--- src/rtl/byte_strip_pkg.sv ---
// byte_strip_pkg: shared definitions for the byte_strip_n framer.
//   - K-symbol codes (8-bit, zero-extended to the symbol width on compare)
//   - framing error codes reported on ERR_CODE
//   - framer states and the symbol classes produced by byte_strip_decode
package byte_strip_pkg;

  localparam logic [7:0] K_STP = 8'hFB;
  localparam logic [7:0] K_SDP = 8'h5C;
  localparam logic [7:0] K_END = 8'hFD;
  localparam logic [7:0] K_EDB = 8'hFE;
  localparam logic [7:0] K_COM = 8'hBC;
  localparam logic [7:0] K_SKP = 8'h1C;
  localparam logic [7:0] K_IDL = 8'h7C;
  localparam logic [7:0] K_PAD = 8'hF7;

  typedef enum logic [1:0] {
    ERR_NONE  = 2'd0,
    ERR_START = 2'd1,
    ERR_END   = 2'd2,
    ERR_SYM   = 2'd3
  } err_code_t;

  typedef enum logic {
    IDLE   = 1'b0,
    PACKET = 1'b1
  } state_t;

  typedef enum logic [2:0] {
    CLS_DATA,
    CLS_START,
    CLS_END,
    CLS_FILLER,
    CLS_ILLEGAL
  } sym_class_t;

endpackage

--- src/rtl/byte_strip_decode.sv ---
// byte_strip_decode: combinational symbol classifier.
//   d         : symbol value (BITS wide)
//   dk        : 1 = control (K) symbol
//   sym_class : data / start (STP,SDP) / end (END,EDB) /
//               filler (COM,SKP,IDL) / illegal (PAD or unknown K)
module byte_strip_decode
  import byte_strip_pkg::*;
#(
  parameter int BITS = 8
) (
  input  logic [BITS-1:0] d,
  input  logic            dk,
  output sym_class_t      sym_class
);

  // K codes are 8-bit; any set bit above bit 7 makes the symbol unknown.
  logic upper_clear;
  assign upper_clear = ((d >> 8) == '0);

  always_comb begin
    // NOTE: every output gets a default first so no path leaves it unassigned,
    // which would otherwise infer a latch.
    sym_class = CLS_DATA;
    if (dk) begin
      sym_class = CLS_ILLEGAL;
      if (upper_clear) begin
        case (d[7:0])
          K_STP, K_SDP:        sym_class = CLS_START;
          K_END, K_EDB:        sym_class = CLS_END;
          K_COM, K_SKP, K_IDL: sym_class = CLS_FILLER;
          default:             sym_class = CLS_ILLEGAL;
        endcase
      end
    end
  end

endmodule

--- src/rtl/byte_strip_n.sv ---
// byte_strip_n: byte-striping framer. Takes one symbol per cycle, checks
// packet framing and releases each completed group of LANES symbols to all
// lanes in parallel.
//   CLK        : clock, rising edge
//   RESET      : synchronous reset, active-high
//   D_VALID    : D/DK carry a symbol this cycle
//   D, DK      : symbol and its K flag
//   LANE_DATA  : lane i at [i*BITS +: BITS], held until the next release
//   LANE_DK    : per-lane K flag
//   LANE_VALID : one-cycle pulse when a new group is presented
//   ERROR      : one-cycle pulse on a framing violation
//   ERR_CODE   : cause while ERROR=1, otherwise 0
//   IN_PKT     : framer is inside a packet
// Build option: define BYTE_STRIP_PAD_EN to accept an early END/EDB inside a
// packet, filling the rest of the group with PAD instead of flagging ERR_END.
module byte_strip_n
  import byte_strip_pkg::*;
#(
  parameter int LANES = 4,
  parameter int BITS  = 8
) (
  input  logic                  CLK,
  input  logic                  RESET,
  input  logic                  D_VALID,
  input  logic [BITS-1:0]       D,
  input  logic                  DK,
  output logic [LANES*BITS-1:0] LANE_DATA,
  output logic [LANES-1:0]      LANE_DK,
  output logic                  LANE_VALID,
  output logic                  ERROR,
  output logic [1:0]            ERR_CODE,
  output logic                  IN_PKT
);

  localparam int              CW   = $clog2(LANES);
  localparam logic [CW-1:0]   LAST = CW'(LANES - 1);

  state_t     state, state_nxt;
  logic [CW-1:0] cnt;
  sym_class_t sym_class;
  logic       at_last;
  logic       accept;
  logic       pad_tail;
  logic       release_grp;
  logic       err;
  err_code_t  err_code;

  logic [BITS-1:0]       shadow_d [LANES];
  logic [LANES-1:0]      shadow_k;
  logic [LANES*BITS-1:0] group_d;
  logic [LANES-1:0]      group_k;

  byte_strip_decode #(.BITS(BITS)) u_decode (
    .d         (D),
    .dk        (DK),
    .sym_class (sym_class)
  );

  assign at_last     = (cnt == LAST);
  assign release_grp = accept && (at_last || pad_tail);
  assign IN_PKT      = (state == PACKET);

  // Framing rules: decide accept / error / next state for the current symbol.
  always_comb begin
    state_nxt = state;
    accept    = 1'b0;
    pad_tail  = 1'b0;
    err       = 1'b0;
    err_code  = ERR_NONE;
    if (D_VALID) begin
      case (state)
        IDLE: begin
          case (sym_class)
            CLS_FILLER: accept = 1'b1;
            CLS_START: begin
              if (cnt == '0) begin
                accept    = 1'b1;
                state_nxt = PACKET;
              end else begin
                err      = 1'b1;
                err_code = ERR_START;
              end
            end
            CLS_END: begin
              err      = 1'b1;
              err_code = ERR_END;
            end
            default: begin
              err      = 1'b1;
              err_code = ERR_SYM;
            end
          endcase
        end
        PACKET: begin
          case (sym_class)
            CLS_DATA: accept = 1'b1;
            CLS_END: begin
              if (at_last) begin
                accept    = 1'b1;
                state_nxt = IDLE;
              end else begin
`ifdef BYTE_STRIP_PAD_EN
                accept    = 1'b1;
                pad_tail  = 1'b1;
                state_nxt = IDLE;
`else
                err      = 1'b1;
                err_code = ERR_END;
`endif
              end
            end
            CLS_START: begin
              err      = 1'b1;
              err_code = ERR_START;
            end
            default: begin
              err      = 1'b1;
              err_code = ERR_SYM;
            end
          endcase
        end
        default: state_nxt = IDLE;
      endcase
      // Any violation resynchronises to IDLE.
      if (err) state_nxt = IDLE;
    end
  end

  // Group being released: shadow slots, the current symbol at slot cnt and,
  // for an early end, PAD in every slot after it.
  always_comb begin
    group_d = '0;
    group_k = '0;
    for (int i = 0; i < LANES; i++) begin
      if (CW'(i) == cnt) begin
        group_d[i*BITS +: BITS] = D;
        group_k[i]              = DK;
      end else if (pad_tail && (CW'(i) > cnt)) begin
        group_d[i*BITS +: BITS] = BITS'(K_PAD);
        group_k[i]              = 1'b1;
      end else begin
        group_d[i*BITS +: BITS] = shadow_d[i];
        group_k[i]              = shadow_k[i];
      end
    end
  end

  always_ff @(posedge CLK) begin
    // NOTE: sequential state uses non-blocking assignments so every register
    // samples the pre-edge values regardless of statement order.
    if (RESET) state <= IDLE;
    else       state <= state_nxt;
  end

  always_ff @(posedge CLK) begin
    if (RESET) begin
      cnt        <= '0;
      // NOTE: the shadow is small and explicitly defined at reset, so it is
      // cleared element by element; larger RAM-style arrays would not be.
      for (int i = 0; i < LANES; i++) shadow_d[i] <= '0;
      shadow_k   <= '0;
      LANE_DATA  <= '0;
      LANE_DK    <= '0;
      LANE_VALID <= 1'b0;
      ERROR      <= 1'b0;
      ERR_CODE   <= 2'd0;
    end else begin
      LANE_VALID <= release_grp;
      ERROR      <= err;
      ERR_CODE   <= err_code;
      if (err) begin
        cnt <= '0;
      end else if (accept) begin
        shadow_d[cnt] <= D;
        shadow_k[cnt] <= DK;
        cnt           <= release_grp ? '0 : cnt + 1'b1;
      end
      if (release_grp) begin
        LANE_DATA <= group_d;
        LANE_DK   <= group_k;
      end
    end
  end

endmodule

--- config.mk ---
export PLATFORM = sky130hd
export DESIGN_NAME = byte_strip_n
export DESIGN_NICKNAME = d
export VERILOG_FILES = /design/src/rtl/byte_strip_pkg.sv /design/src/rtl/byte_strip_decode.sv /design/src/rtl/byte_strip_n.sv
export SDC_FILE = /design/constraint.sdc
export NUM_CORES = 1
export LEC_CHECK = 0
export CELL_PAD_IN_SITES_DETAIL_PLACEMENT = 1
export CELL_PAD_IN_SITES_GLOBAL_PLACEMENT = 1
export CORE_MARGIN = 2
export CORE_UTILIZATION = 40
export DETAILED_ROUTE_END_ITERATION = 7
export PLACE_DENSITY = 0.76
export SLEW_MARGIN = 10
export SYNTH_ARGS = -nofsm -noshare
export SYNTH_HDL_FRONTEND = slang
export SYNTH_SLANG_ARGS = --single-unit
--- constraint.sdc ---
create_clock -name CLK -period 3.4 [get_ports CLK]
set_clock_uncertainty 0.2 [all_clocks]
set_input_delay 0.34 -clock CLK [delete_from_list [all_inputs] [get_ports CLK]]
set_output_delay 0.34 -clock CLK [all_outputs]
set_load 0.01 [all_outputs]
* Word-level counts from Yosys, hierarchy flattened
Memory sizes are Yosys's and may differ from the RTL's. A register that Yosys moved wholly into a read port is not among the register bits. Cells that the tools add are included.
Operators by class: eq/ne operators 14, magnitude comparators 2, multiply operators 0, shift operators 0, divide/modulo/power cells 0, $add $sub $neg 1, muxes and demuxes 41, bitwise logic cells 3, reductions and logical operators 11
Operators by type and width (count):
- $eq A8 B8 Y1 const B | 4
- $mux W1 | 23
- $eq A8 B7 Y1 const B | 2
- $pmux W1 S2 | 7
- $pmux W2 S3 | 2
- $pmux W3 S3 | 1
- $eq A8 B5 Y1 const B | 1
- $mux W8 | 1
- $reduce_or A2 Y1 | 4
- $reduce_or A8 Y1 | 1
- $eq A3 B2 Y1 const B | 2
- $mux W2 | 3
- $bwmux W4 | 1
- $eq A2 B2 Y1 const A | 2
- $pmux W2 S2 | 1
- $eq A3 B1 Y1 const B | 1
- $logic_not A3 Y1 | 1
- $lt A2 B3 Y1 const B | 1
- $mux W3 | 1
- $not A1 Y1 | 3
- $reduce_or A3 Y1 | 1
- $add A2 B1 Y2 const B | 1
- $demux W1 S2 | 1
- $eq A1 B2 Y1 const A | 1
- 5 further kinds | 6
Storage, ports and cells: memories 1, input port bits 12, flip-flop bits (word level) 15, word-level logic and storage cells 80, output and inout port bits 41, RAM bits 32, memory bits (read-only) 0, latch bits 0
Memory list:
- shadow_d | depth 4, bits a word 8, rd ports 4, clocked after Yosys merged registers in 4, wr ports 4, line byte_strip_n.sv:48 | logic [BITS-1:0] shadow_d [LANES];

* Depth between registers and ports, before layout
Gate-level depths: netlist (run 1).
word-level depth 14, gate-level depth with buffers 9

* Cells and area by module
From an unflattened synthesis (run 1), not the netlist that was laid out.
Unflattened totals: cell total of the unflattened synthesis 333, area total of the unflattened synthesis 3433.3 um^2
By module, submodules not included:
- byte_strip_n | area each 3254.4 um^2, cells an instance 308, seq. area each 1881.8 um^2, times used 1
- byte_strip_decode | area each 178.9 um^2, cells an instance 25, seq. area each 0.0 um^2, times used 1

* Worst setup path after synthesis (run 1)
No wires, ideal clock.
path kind input to register, from input D[0], to memory shadow_d[0][0], enable pin, cell stages on the path 6, setup time 0.387 ns, arrival 2.175 ns, path slack 0.639 ns, data required time 2.813 ns, cell sequence buf_2 -> or3_1 -> o21ai_1 -> buf_2 -> nand3_1 -> o31ai_1
RTL lines:
- start, declared | line byte_strip_n.sv:25 | input logic [BITS-1:0] D,
- end, declared | line byte_strip_n.sv:48

==> impl_metrics.toml, run 1 <==
[run_status]
status = "finished, final reports clean"

[final_layout]
drive_gt1_frac = 0.1540
layout_common_cells = "52 x clkdlybuf4s50_1, 46 x dfxtp_1, 32 x edfxtp_1, 28 x a21oi_1, 28 x o31ai_1"
area_delta_synth_final_pct = 23.76
n_antenna_cell = 0
ff_latch_area_um2 = 1882
final_common_cell = "clkdlybuf4s50_1"
finish.net_count = 394
fill_cells = 954
design_area_um2 = 4452
multi_input_area_um2 = 1510

[timing]
hold_violations = 0
drv_slew = 0
worst_hold_slack_ns = 0.2671
fin_crit_sh = 0.8396
rsz0062_at_grt = "false"
worst_pin_slew_ns = 0.5049
period_minus_slack_ns = 2.855
setup_viol = 0
slew_headroom = 0.6634
tns_ns = 0
clock.fmax_mhz = 350.3

[floorplanning]
rows = 34
initial_core_util = 0.4125
fp.dieW_um = 98.83
io_pins = 53
die_h_um = 98.83
die_area_um2 = 9767
core_um2 = 8721

[placed_design]
dpl.hpwl_um = 6400
gp_congestion = 0.8170
portBuffers = 52
placed_area_um2 = 4220

[clock_tree]
cts_sinks = 78
hold_buffers = 0
postCtsSetupBuffers = 0
clkLatencyLatePin_ns = 0.34
clkSlewWorstSetupHoldPaths_ns = 0.08
numCtsBuffers = 9
cts_tree = "built"
cts_buffer_depth = 2
ctsHtreeMaxLevel = 3
root_buffer = "clkbuf_8"
post_cts_resized = 0

[global_routing]
grt_max_degree = 41
antenna_found_initial = 0
grt_pass1_wl_um = 16060
grt_pass1_vias = 3023
overflow = 0
grt_use_total = 0.2065

[worst_setup_path]
crit_chain = "clkdlybuf4s50_1, nor2b_1, nor4b_2, o31a_2, nand3_1, o21ai_0, buf_4"
cp-end-kind = "register"
worstPathRequired_ns = 3.25
critPathLaunch = "D[6]"
critPathLaunchType = "input port"
crit_type = "input port to register"
critPathSlowestCell = "clkdlybuf4s50_1"
crit_fanout = 11
rr_startpoint = "cnt[0]"
cp.arrival_ns = 2.71
cp_slowest_stage_delay_ns = 0.75

[drt]
vias = 2859
ant_nets = 0
wl_met3_um = 296
drtIter0Drc = 127
wl_um = 9669
highest_layer = "met4"
viasPerCell = 5.823
dr_wl_met2_um = 4992
wl_met1_um = 4249
first_pass_iters = 4
drc = 0
routedWlPerCell_um = 19.69

[synthesis]
synth.top_cells.by_area = "edfxtp_1 27%, dfxtp_1 26%, o31ai_1 5.8%, nand4_1 4.7%, and3_1 4.0%"
synthCells = 332
synth_top_cell_by_area = "edfxtp_1"
ys_ff_latch = 78
syn_nets = 348
yosysSeqAreaShare = 0.5231
ys_types = 43
synth_top_area_frac = 0.2671
avgSynthCellArea_um2 = 10.83
syn-cell-area_um2 = 3597
synth_warnings = 0

[power_and_ir_drop]
ir_drop_mv = 0.2223
powerDensity_nw_per_um2 = 422.4
p_leak_nw = 1.621

[min_path]
hp-class = "register to register"
worstHoldStart = "LANE_DK[3]"

[run]
max_cap_viol_count = 0
[cells by family (layout without fill, tap and decap cells)]
group,after synthesis,count (layout),synth area share
AOI/OAI and AO/OA,93,93,0.1920
xor gates and xnor gates,2,2,0.004870
buffers and inverters,42,93,0.05808
adders and majority gates,4,4,0.01391
and+or+nand+nor,99,99,0.1690
muxes,14,14,0.03896
DFF,78,78,0.5231
[sequential cells by signal, summed over array words and instances, names as in the netlist]
| signal | cells |
|---|---|
| LANE_VALID | 1 |
| cnt | 2 |
| ERR_CODE | 2 |
| shadow_d | 32 |
| LANE_DATA | 32 |
| ERROR | 1 |
| LANE_DK | 4 |
| shadow_k | 3 |
| IN_PKT | 1 |
[Yosys cell counts (all sizes together)]
| cell type | number |
|---|---|
| o211a | 1 |
| inv | 4 |
| nor2 | 8 |
| a311oi | 1 |
| edfxtp | 32 |
| nor3 | 4 |
| o32ai | 2 |
| ha | 4 |
| o31ai | 29 |
| nor2b | 1 |
| and3 | 26 |
| xor2 | 2 |
| nand3 | 5 |
| o21bai | 1 |
| nand4 | 27 |
| clkbuf | 26 |
| o21ai | 3 |
| o21a | 1 |
| mux2i | 14 |
| a31oi | 11 |
| or3 | 1 |
| buf | 12 |
| and2 | 10 |
| and4 | 1 |
| nand2b | 1 |
| nor4b | 2 |
| nand2 | 12 |
| and4b | 1 |
| a41o | 1 |
| a21oi | 28 |
| dfxtp | 46 |
| o31a | 2 |
| a211oi | 13 |
[through the flow]
stage / util / cells / power, mW / setup slack, ns
floorplan: - / 332 / 1.060 / 0.6388
global placement: 0.4839 / 475 / 1.106 / 0.2741
detailed placement: 0.4839 / 475 / 1.109 / 0.2177
CTS: 0.5105 / 491 / 1.899 / 0.5263
global route: 0.5105 / 491 / 1.948 / 0.3532
finish: 0.5105 / 491 / 1.880 / 0.5453
[path summary, 6_finish.rpt]
path                     to  cells past startpoint  slack (ns)
min reg2reg      LANE_DK[3]                      2        0.27
max          shadow_d[3][2]                      7        0.55
max reg2reg  shadow_d[2][2]                      7        0.64
min              LANE_DK[3]                      2        0.27
[layout make-up]
class | count | area share
clock buffers | 11 | 0.03907
clock inverters | 5 | 0.01293
inverters | 4 | 0.003373
multi-input cells | 212 | 0.3392
flip-flops and latches | 78 | 0.4227
well taps | 108 | 0.03035
repair buffers | 73 | 0.1523
[metal layers]
metal,global-route usage,vias up
li1,-,1370
met1,0.2659,1432
met2,0.3467,48
met3,0.03617,9
met4,0.07903,0
met5,0,-
[critical path: cells and delay by family]
kind	cells	cell delay, ns
AO/OA/AOI/OAI	2	0.57
buffers and inverters	2	0.99
AND/OR/NAND/NOR	3	0.81
[power breakdown]
part / internal, mW / leakage (nW) / switching (mW) / total [mW]
registers: 0.986 / 0.702 / 0.00518 / 0.991
logic: 0.0347 / 0.800 / 0.0615 / 0.0962
clock network: 0.432 / 0.119 / 0.361 / 0.793
total: 1.45 / 1.62 / 0.427 / 1.88
No activity file was read; power rests on OpenSTA's default activity.
==> run 2, diff against run 1 <==
--- a/config.mk
+++ b/config.mk
@@ -8,7 +8,7 @@
 export CELL_PAD_IN_SITES_DETAIL_PLACEMENT = 1
 export CELL_PAD_IN_SITES_GLOBAL_PLACEMENT = 1
 export CORE_MARGIN = 2
-export CORE_UTILIZATION = 40
+export CORE_UTILIZATION = 38
 export DETAILED_ROUTE_END_ITERATION = 7
 export PLACE_DENSITY = 0.76
 export SLEW_MARGIN = 10
==> constraint.sdc (replaced) <==
create_clock -name CLK -period 2.4 [get_ports CLK]
set_clock_uncertainty 0.2 [all_clocks]
set_input_delay 0.24 -clock CLK [delete_from_list [all_inputs] [get_ports CLK]]
set_output_delay 0.24 -clock CLK [all_outputs]
set_load 0.01 [all_outputs]
==> run 2 against run 1 <==
Net effect: flip-flop and latch count unchanged; via count grew 3.9%; register-to-register slack lost 0.49 ns; die area grew 5.1%; critical path depth grew 1; sequential power rose by 41%; routed wire length up 4.2%; clock-buffer cell count stayed put; clock power increased by 48%; final area is 7.8% higher; worst hold slack worse by 0.018 ns.
==> impl_metrics.toml, run 2 (synthesis results as in run 1) <==
[run_status]
status = "finished, final reports clean"

[power_and_ir_drop]
internal-power_mw = 2.141
combPwrFrac = 0.061
p_sw_mw = 0.6003
ir_drop_mv = 0.2885
p_leak_nw = 1.788
seqPwrFrac = 0.512
power_frac_clock = 0.427
powerDensity_nw_per_um2 = 571.5
swShare = 0.2190

[drt]
first_pass_iters = 4
drtIter0Drc = 126
ant_nets = 0
vias = 2971
drc = 0
wl_um = 10070
routedWlPerCell_um = 19.71
viasPerCell = 5.814

[min_path]
whs_path_depth = 3
hold_end = "shadow_d[3][3]"
worstHoldStart = "D[3]"
hp-class = "input port to register"

[clock_tree]
clkLatencyLatePin_ns = 0.35
cts_buffer_depth = 2
clkSlewWorstSetupHoldPaths_ns = 0.08
postCtsSetupBuffers = 0
root_buffer = "clkbuf_8"
ctsHtreeMaxLevel = 3
cts_sinks = 78
numCtsBuffers = 9
cts_tree = "built"

[final_layout]
multi_input_area_um2 = 1613
final_common_cell = "clkdlybuf4s50_1"
fill_cells = 974
design_area_um2 = 4797
reg_top3 = "LANE_DATA (32), shadow_d (32), LANE_DK (4)"
drive_gt1_frac = 0.2275
area_delta_synth_final_pct = 33.36
layout_common_cells = "48 x clkdlybuf4s50_1, 46 x dfxtp_1, 32 x edfxtp_1, 29 x buf_4, 28 x a21oi_1"
layoutNonFillerInstCount = 511
ff_latch_area_um2 = 1882
finish.net_count = 411
n_antenna_cell = 0

[timing]
period_minus_slack_ns = 2.359
setup_viol = 0
worst_pin_slew_ns = 0.4925
fin_crit_sh = 0.9830
slew_headroom = 0.6709
hold_violations = 0
worst_hold_slack_ns = 0.2488
worst_slack_ns = 0.04090
drv_slew = 0
tns_ns = 0
clock.fmax_mhz = 423.9

[floorplanning]
io_pins = 53
die_h_um = 101.3
core_um2 = 9196
rows = 35
initial_core_util = 0.3912
fp.dieW_um = 101.3
die_area_um2 = 10260

[worst_setup_path]
cp.arrival_ns = 2.44
reg2reg_depth = 7
rr_endpoint = "shadow_d[2][2]"
critPathLaunch = "D[4]"
crit_type = "input port to register"
worstPathRequired_ns = 2.48
critPathSlowestCell = "clkdlybuf4s50_1"
critical_path.top_delay_family = "buffers and inverters"
crit_buf_inv = 3
critPathLaunchType = "input port"
reg2reg_setup_slack_ns = 0.15
cp_slowest_stage_delay_ns = 0.57
rr_startpoint = "cnt[0]"
crit_fanout = 12
cp-end-kind = "register"
crit_chain = "clkdlybuf4s50_1, nand3_1, or3_4, o21a_1, buf_4, nor3_4, buf_12, mux2i_1"

[placed_design]
placed_area_um2 = 4492
preCtsSetupSlack_ns = -0.4880
portBuffers = 52
gp_congestion = 0.8511
dpl.hpwl_um = 6683
numPlacedInstances = 495

[run]
max_cap_viol_count = 0

[global_routing]
grt_max_degree = 41
grt_use_total = 0.2052
grt_pass1_wl_um = 16320
antenna_found_initial = 0
grt_pass1_vias = 3136
overflow = 0
-- run 2: changes by cell type in the layout (fill, tap and decap cells not counted), moves of 3 or more --
cell / before / now
buf_12: 0 / 7
buf_4: 21 / 29
o31ai_1: 28 / 23
dlymetal6s2s_1: 0 / 3
clkdlybuf4s50_1: 52 / 48
o31ai_4: 1 / 4
-- run 2: final cells by class --
cell class,count,share of cell area
Clock buffer,11,0.03391
Clock inverter,5,0.01643
Inverter,4,0.003130
Multi-Input combinational cell,212,0.3362
Sequential cell,78,0.3923
Tap cell,111,0.02895
Timing Repair Buffer,90,0.1891
-- run 2: metal layers --
layer  part of all wire  track usage
met3              0.021      0.03382
met5                  0            0
met2               0.52       0.3510
met1               0.44       0.2561
met4              0.022      0.08836
-- run 2: power by group through the flow --
stage,combinational (mW),clock (mW),sequential (mW)
6_report,0.167,1.17,1.40
3_3_place_gp,0.155,0,1.43
2_1_floorplan,0.0722,0,1.43
3_5_place_dp,0.160,0,1.44
4_1_cts,0.162,1.20,1.40
5_1_grt,0.177,1.25,1.41
-- run 2: worst register-to-register path, stage by stage, from the launching register on --
cell and delay [ns]:
dfxtp_1 0.35, inv_2 0.10, ha_2 0.25, a311oi_2 0.42, o21a_1 0.27, nor3_4 0.07
buf_12 0.16, and3_2 0.20
-- run 2: metrics by stage --
stage	utilization	total power [mW]
finish	0.5216	2.741
global route	0.5216	2.833
CTS	0.5154	2.765
detailed placement	0.4884	1.595
global placement	0.4884	1.589
floorplan	-	1.506
-- run 2: how the worst max path moves through the flow --
| stage | end | slack, ns | depth (start not counted) |
|---|---|---|---|
| final | LANE_DK[3] | 0.04 | 8 |
| after global placement | shadow_d[0][4] | -0.32 | 7 |
| after floorplan | shadow_d[0][0] | 0.02 | 8 |
| after CTS | LANE_DATA[28] | 0.02 | 7 |
| after detailed placement | shadow_d[0][6] | -0.49 | 7 |
| after global routing | LANE_DATA[19] | -0.01 | 8 |
-- run 2: timing repair --
action | 4_1_cts | 5_1_grt
cloned | 0 | 0
resized for setup | 2 | 12
hold buffers | 0 | 0
endpoints found under the setup margin | 37 | 48
==> run 3, diff against run 2 <==
--- a/config.mk
+++ b/config.mk
@@ -10,6 +10,7 @@
 export CORE_MARGIN = 2
 export CORE_UTILIZATION = 38
 export DETAILED_ROUTE_END_ITERATION = 7
+export HOLD_SLACK_MARGIN = 0.03
 export PLACE_DENSITY = 0.76
 export SLEW_MARGIN = 10
 export SYNTH_ARGS = -nofsm -noshare
==> results of run 3 <==
The final DEF is identical to that of run 2; final timing and power are the same.
